<file path="src/rtl/pipe_hazard_ctrl_pkg.sv">
// Shared pipeline definitions for the hazard controller: FSM encoding and
// datapath widths used by the controller and its event counters.
package pipe_hazard_ctrl_pkg;

    typedef enum logic [1:0] {
        ST_RUN  = 2'd0,
        ST_PEND = 2'd1
    } state_e;

    localparam int CNT_W = 32;
    localparam int PC_W  = 32;
    localparam int REG_W = 5;

endpackage

</file>
<file path="src/rtl/pipe_hazard_ctrl_sat_cnt32.sv">
// Saturating event counter with synchronous clear; clear beats increment and
// the count sticks at all-ones instead of wrapping.
module sat_cnt32
    import pipe_hazard_ctrl_pkg::*;
(
    input  logic             clk,
    input  logic             rst,
    input  logic             clr_i,
    input  logic             inc_i,
    output logic [CNT_W-1:0] cnt_o
);

    logic [CNT_W-1:0] cnt_q;
    logic [CNT_W-1:0] cnt_d;

    always_comb begin
        cnt_d = cnt_q;
        if (clr_i) begin
            cnt_d = '0;
        end else if (inc_i && (cnt_q != '1)) begin
            cnt_d = cnt_q + CNT_W'(1);
        end
    end

    always_ff @(posedge clk) begin
        if (rst) begin
            cnt_q <= '0;
        end else begin
            cnt_q <= cnt_d;
        end
    end

    assign cnt_o = cnt_q;

endmodule

</file>
<file path="src/rtl/pipe_hazard_ctrl.sv">
// Pipeline hazard controller: load-use interlock, EX-stage redirect with a
// pending state while the icache is busy, and stall/flush event counters.
module pipe_hazard_ctrl
    import pipe_hazard_ctrl_pkg::*;
(
    input  logic             clk,
    input  logic             rst,
    input  logic [REG_W-1:0] id_rs1,
    input  logic [REG_W-1:0] id_rs2,
    input  logic             id_use_rs1,
    input  logic             id_use_rs2,
    input  logic             ex_valid,
    input  logic             ex_memrd,
    input  logic [REG_W-1:0] ex_rd,
    input  logic             ex_jump,
    input  logic             ex_branch_valid,
    input  logic             ex_mispredict,
    input  logic [PC_W-1:0]  ex_target,
    input  logic             dcache_stall,
    input  logic             icache_stall,
    input  logic             cnt_clr,
    output logic             stall_back,
    output logic             stall_front,
    output logic             bubble_ex,
    output logic             flush_front,
    output logic             redirect_valid,
    output logic [PC_W-1:0]  redirect_pc,
    output logic [1:0]       state,
    output logic [CNT_W-1:0] stall_cnt,
    output logic [CNT_W-1:0] flush_cnt
);

    state_e          state_q, state_d;
    logic [PC_W-1:0] pend_pc_q, pend_pc_d;
    logic            load_use;
    logic            redir_evt;
    logic            flush_inc;

    assign load_use = ex_valid & ex_memrd & (ex_rd != '0) &
                      ((id_use_rs1 & (id_rs1 == ex_rd)) |
                       (id_use_rs2 & (id_rs2 == ex_rd)));

    // A redirect computed while the dcache holds EX is not yet committed.
    assign redir_evt = ex_valid & ~dcache_stall &
                       (ex_jump | (ex_branch_valid & ex_mispredict));

    always_comb begin
        state_d        = state_q;
        pend_pc_d      = pend_pc_q;
        stall_back     = 1'b0;
        stall_front    = 1'b0;
        bubble_ex      = 1'b0;
        flush_front    = 1'b0;
        redirect_valid = 1'b0;
        redirect_pc    = '0;
        flush_inc      = 1'b0;
        if (!rst) begin
            stall_back = dcache_stall;
            case (state_q)
                ST_RUN: begin
                    if (dcache_stall) begin
                        stall_front = 1'b1;
                    end else if (redir_evt) begin
                        flush_front = 1'b1;
                        flush_inc   = 1'b1;
                        if (!icache_stall) begin
                            redirect_valid = 1'b1;
                            redirect_pc    = ex_target;
                        end else begin
                            pend_pc_d = ex_target;
                            state_d   = ST_PEND;
                        end
                    end else if (load_use) begin
                        stall_front = 1'b1;
                        bubble_ex   = 1'b1;
                    end
                end
                ST_PEND: begin
                    stall_front = dcache_stall;
                    flush_front = 1'b1;
                    if (!icache_stall) begin
                        redirect_valid = 1'b1;
                        redirect_pc    = pend_pc_q;
                        state_d        = ST_RUN;
                    end
                end
                default: state_d = ST_RUN;
            endcase
        end
    end

    always_ff @(posedge clk) begin
        if (rst) begin
            state_q   <= ST_RUN;
            pend_pc_q <= '0;
        end else begin
            state_q   <= state_d;
            pend_pc_q <= pend_pc_d;
        end
    end

    assign state = rst ? 2'b00 : state_q;

    sat_cnt32 u_stall_cnt (
        .clk   (clk),
        .rst   (rst),
        .clr_i (cnt_clr),
        .inc_i (stall_front),
        .cnt_o (stall_cnt)
    );

    sat_cnt32 u_flush_cnt (
        .clk   (clk),
        .rst   (rst),
        .clr_i (cnt_clr),
        .inc_i (flush_inc),
        .cnt_o (flush_cnt)
    );

endmodule

</file>
<file path="config.mk">
export PLATFORM = sky130hd
export DESIGN_NAME = pipe_hazard_ctrl
export DESIGN_NICKNAME = d
export VERILOG_FILES = /design/src/rtl/pipe_hazard_ctrl_pkg.sv /design/src/rtl/pipe_hazard_ctrl_sat_cnt32.sv /design/src/rtl/pipe_hazard_ctrl.sv
export SDC_FILE = /design/constraint.sdc
export NUM_CORES = 1
export LEC_CHECK = 0
export CAP_MARGIN = 20
export CORE_AREA = 2 2 103 145
export CTS_CLUSTER_DIAMETER = 120
export DETAILED_ROUTE_END_ITERATION = 12
export DIE_AREA = 0 0 105 147
export HOLD_SLACK_MARGIN = 0.12
export SKIP_LAST_GASP = 1
export SYNTH_ARGS = -nofsm -noshare
export SYNTH_HDL_FRONTEND = slang
export SYNTH_SLANG_ARGS = --single-unit
</file>
<file path="constraint.sdc">
create_clock -name clk -period 2.4 [get_ports clk]
set_clock_uncertainty 0.05 [all_clocks]
set_input_delay 0.6 -clock clk [delete_from_list [all_inputs] [get_ports clk]]
set_output_delay 0.6 -clock clk [all_outputs]
set_load 0.02 [all_outputs]
</file>
# --- Word-level counts from Yosys, hierarchy flattened ---
# Cells that the tools add are included.
totals:
  register_bits: 98
  elab_cells: 65
  out_inout_bits: 103
classes:
  eq_ne: 9
  reduce_logical: 7
  n_addsub: 2
  mux: 32
  bitwise: 11
ops:
  columns: ["op", "count"]
  rows:
  - ["32-bit 2-to-1 mux", 5]
  - ["32-bit by 1-bit adder with 32-bit output, second input constant", 2]
  - ["32-bit != test, second input constant", 2]
  - ["32-bit one-hot mux with 2 select lines", 1]
  - ["1-bit 2-to-1 mux", 17]
  - ["5-bit == test", 2]
  - ["2-bit 2-to-1 mux", 5]
  - ["1-bit AND", 8]
  - ["2-bit != test, second input constant", 4]
  - ["4-bit AND reduction", 2]
  - ["1-bit one-hot mux with 2 select lines", 3]
  - ["5-bit nonzero test", 1]
  - ["2-bit one-hot mux with 2 select lines", 1]
  - ["2-bit by 1-bit == test with 1-bit output, second input constant", 1]
  - ["1-bit logical AND", 2]
  - ["2-bit logical NOT", 1]
  - ["1-bit OR", 2]
  - ["2-bit OR reduction", 1]
  - ["1-bit inverter", 1]

# --- Depth between registers and ports, before layout ---
depth:
  ltp_word: 10
  ltp_mapped: 9
  mapped_depth_nobuf: 7

# --- Hierarchy ---
# From an unflattened synthesis, not the netlist that was laid out.
hier_totals:
  cells_unflattened: 642
  hier_area_um2: 5048.6
modules_own_cells:
  columns: ["mod", "cells_each", "instances", "seq_area_each_um2", "area_each_um2"]
  rows:
  - ["pipe_hazard_ctrl", 250, 1, 660.6, 1803.0]
  - ["sat_cnt32 at u_stall_cnt", 194, 1, 640.6, 1625.3]
  - ["sat_cnt32 at u_flush_cnt", 198, 1, 640.6, 1620.3]

# --- Least setup slack after synthesis ---
# OpenSTA, ideal clock, no wires.
synth_path:
  path_kind: "input-to-output"
  start: "input port dcache_stall"
  end: "output port redirect_pc[10]"
  slack_ns: -0.072
  path_stages: 6
  arrival_time_ns: 1.822
  t_required_ns: 1.750
  path_cell_list: "nor3b_1 > and2_1 > clkbuf_1 > clkbuf_1 > a22oi_1 > nor2_1"
synth_between:
  elab_chain_cells: 7
synth_lines:
  columns: ["item", "line_no", "rtl"]
  rows:
  - ["start: declaration", "pipe_hazard_ctrl.sv:19", "input logic dcache_stall,"]
  - ["1-bit inverter (no line)", null, null]
  - ["1-bit AND (2 in series)", "pipe_hazard_ctrl.sv:44", "assign redir_evt = ex_valid & ~dcache_stall &"]
  - ["32-bit 2-to-1 mux", "pipe_hazard_ctrl.sv:63", "end else if (redir_evt) begin"]
  - ["32-bit 2-to-1 mux (*)", "pipe_hazard_ctrl.sv:61", "if (dcache_stall) begin"]
  - ["32-bit one-hot mux with 2 select lines (*)", "pipe_hazard_ctrl.sv:59", "case (state_q)"]
  - ["32-bit 2-to-1 mux (*)", "pipe_hazard_ctrl.sv:57", "if (!rst) begin"]
  - ["end: declaration", "pipe_hazard_ctrl.sv:27", "output logic [PC_W-1:0] redirect_pc,"]
# Mark *: on every way between the ends. The rest lies on a longest branch, timed or not.

# --- Final worst setup path ---
layout_path:
  start: "input port ex_mispredict"
  end: "output port redirect_pc[5]"
layout_between:
  elab_chain_cells: 7
layout_lines:
  columns: ["item", "line_no", "rtl"]
  rows:
  - ["start: declaration", "pipe_hazard_ctrl.sv:17", "input logic ex_mispredict,"]
  - ["1-bit AND", "pipe_hazard_ctrl.sv:45", "(ex_jump | (ex_branch_valid & ex_mispredict));"]
  - ["1-bit OR", "pipe_hazard_ctrl.sv:45", null]
  - ["1-bit AND", "pipe_hazard_ctrl.sv:44", null]
  - ["32-bit 2-to-1 mux", "pipe_hazard_ctrl.sv:63", null]
  - ["32-bit 2-to-1 mux", "pipe_hazard_ctrl.sv:61", null]
  - ["32-bit one-hot mux with 2 select lines", "pipe_hazard_ctrl.sv:59", null]
  - ["32-bit 2-to-1 mux", "pipe_hazard_ctrl.sv:57", null]
# Every way passes these cells.

==> flow_summary.toml <==
[worst_setup_path]
slowest_delay_ns = 0.20
crit_fanout = 8
r2r_end = "u_flush_cnt.cnt_o[4]"
cp.required_ns = 1.75
r2r_cells = 8
crit_path_start_kind = "input pin"
slowest_stage = "a21o_1"
worstPathCellList = "buf_6, a21o_1, and2_4, buf_8, buf_16, a22oi_2, nor2_4, buf_6"
cp_top_family = "buffers and inverters"
end_kind = "output pin"
cp.arrival_ns = 1.75
rrSetupSlack_ns = 0.21
cp_num_buf_inv = 4
r2r-start = "u_flush_cnt.cnt_o[0]"
crit_top_cell = "buf_6"
worstSetupPathType = "input pin to output pin"
setup.worst_path.start = "ex_mispredict"

[routing]
ant_nets = 0
drt-initial-drc-count = 204
drt-total-wl_um = 17200
vias = 5551
vias_per_cell = 5.348
routedWlPerCell_um = 16.57
post-route-drc-count = 0
dr.pass1.iters = 4

[global_routing]
grt_pass1_vias = 5395
antenna_found_initial = 1
grt_pass1_wl_um = 26850
grtUsageTotal = 0.2153
overflow = 0
grt_max_degree = 42

[synth]
ys_top_cells_by_area = "dfxtp_1 (40%), nand2_1 (7.8%), nor2_1 (5.7%)"
syn_nets = 691
syn_area_per_cell_um2 = 7.716
synth_top_area_frac = 0.3995
ys.flop_type = "dfxtp_1"
synth.yosys.warnings = 0
ys_seq_elements = 97
yosysMostFrequentCell = "nand2_1"
ys_types = 46
netlist_instances = 630
yosys.area.top_type = "dfxtp_1"
ys_seq_area_frac = 0.3995
yosys-top-cells-count = "nand2_1 (101), dfxtp_1 (97), nor2_1 (74)"
synth_edf_count = 0
synthArstFlopShare = 0
netlist_area_mm2 = 0.004861

[clocking]
cts_tree = "done"
cts_sinks = 97
clock_latency_ns = 0.34
ctsHoldBuffers = 0
cts.path.max_buffers = 2
cts_root_buf = "clkbuf_16"
cts_made_buffers = 9
clkTransAtPathRegs_ns = 0.07
ctsHtreeMaxLevel = 3

[floorplanning]
die_area_mm2 = 0.01544
fp.dieH_um = 147
std_cell_rows = 52
design.portCount = 162
dieWidth_um = 105
core_mm2 = 0.01418
initial_core_util = 0.3427

[placement]
gp_congestion = 0.8349
post-place-cells = 1002
postPlaceCellArea_mm2 = 0.007127
dp_hpwl_um = 11750
portBuffers = 160

[sta]
finalSetupTns_ns = 0
setup_viol = 0
rsz0062_at_grt = "yes"
max_clock_freq_mhz = 417.3
hold_ws_ns = 0.4185
hold_viol = 0
relSlewSlack = 0.5904
fin_crit_sh = 0.9985
drv_slew = 0
worst-slew-pin-transition_ns = 0.6117
period_needed_ns = 2.396

[hold_path]
hold_start = "pend_pc_q[16]"
min_path_cells = 2
hp-class = "flip-flop to flip-flop"
min_to = "pend_pc_q[16]"

[pwr]
vdd_drop_max_mv = 0.3126
leakage_nw = 2.767
power_mw = 3.543
p_per_area_mw_per_mm2 = 434.7

[cells_and_area]
area_growth_pct = 67.67
finalInstanceArea_mm2 = 0.008150
nets = 904
final_cells = 1038
drive_above_1_share = 0.2948

[status]
status = "finished clean"

[job]
cap_violations = 0
-- worst reg2reg max path, delay by kind of cell, from the launching register on --
kind,cells,cell delay [ns]
buffers and inverters,2,0.24
adder cells (fa/ha/maj),1,0.27
AND/OR/NAND/NOR,3,0.59
AO/OA/AOI/OAI,1,0.31
XOR/XNOR,1,0.15
flip-flops,1,0.46
-- report_power, final --
part / switching [mW] / internal (mW)
clock network: 0.640 / 0.766
logic: 0.239 / 0.263
registers: 0.0118 / 1.62
total: 0.891 / 2.65
-- registers in the layout, summed over array words and instances (netlist names) --
signal             flops
u_flush_cnt.cnt_o     32
pend_pc_q             32
state_q                1
u_stall_cnt.cnt_o     32
-- final cells by class --
cell class	instances	area (µm²)
tap	189	236.5
clock buffer	11	252.7
sequential	97	1942
antenna	1	2.502
timing repair buffer	240	2437
clock inverter	5	38.79
multi-input combinational	484	3199
fill	1349	6033
inverter	11	41.29
-- worst max path at each step --
stage | endpoint | slack, ns | cells past startpoint
floorplan | redirect_pc[10] | -0.0007 | 6
global route | bubble_ex | -0.06 | 7
detailed placement | redirect_pc[5] | -0.82 | 7
global placement | redirect_pc[5] | -0.80 | 7
finish | redirect_pc[5] | 0.004 | 8
CTS | redirect_pc[31] | -0.02 | 5
-- per-layer routing --
| metal | GRT usage | share of wire |
|---|---|---|
| met1 | 0.2468 | 0.39 |
| met5 | 0 | 0 |
| met3 | 0.03327 | 0.041 |
| met2 | 0.3860 | 0.53 |
| met4 | 0.1067 | 0.037 |
-- cells in the final DEF, fill, tap and decap left out, types with 9 or more instances in the layout --
cell / count
a21oi_1: 49
o21ai_0: 11
nor2_2: 26
dfxtp_1: 97
inv_1: 11
xnor2_1: 17
nor3_1: 15
clkbuf_16: 13
xor2_1: 13
buf_4: 70
nor2_1: 43
clkdlybuf4s50_1: 98
or3_1: 16
o31ai_1: 9
nand2_1: 100
a22oi_2: 32
nand3_1: 22
or4_1: 12
buf_6: 31
nand4_1: 20
-- cell families after synthesis --
kind of cell | after synthesis | synth area share
adders and majority gates | 2 | 0.005147
DFF | 97 | 0.3995
muxes | 4 | 0.008237
xor gates and xnor gates | 38 | 0.06847
AOI/OAI and AO/OA | 134 | 0.1745
and+or+nand+nor | 305 | 0.3035
buffers and inverters | 49 | 0.03990
other | 1 | 0.0007715
-- metrics by stage --
stage | setup WS (ns) | utilization
2_1_floorplan | -0.0006557 | -
3_3_place_gp | -0.8044 | 0.5025
3_5_place_dp | -0.8182 | 0.5025
4_1_cts | -0.02290 | 0.5531
5_1_grt | -0.06144 | 0.5746
6_report | 0.003626 | 0.5746
-- repair_timing --
item | CTS | global route
setup buffers | 6 | 4
gates cloned | 5 | 4
resized for setup | 306 | 71
setup endpoints to repair | 74 | 55
pin swaps | 44 | 27
No activity file was read; power rests on OpenSTA's default activity.
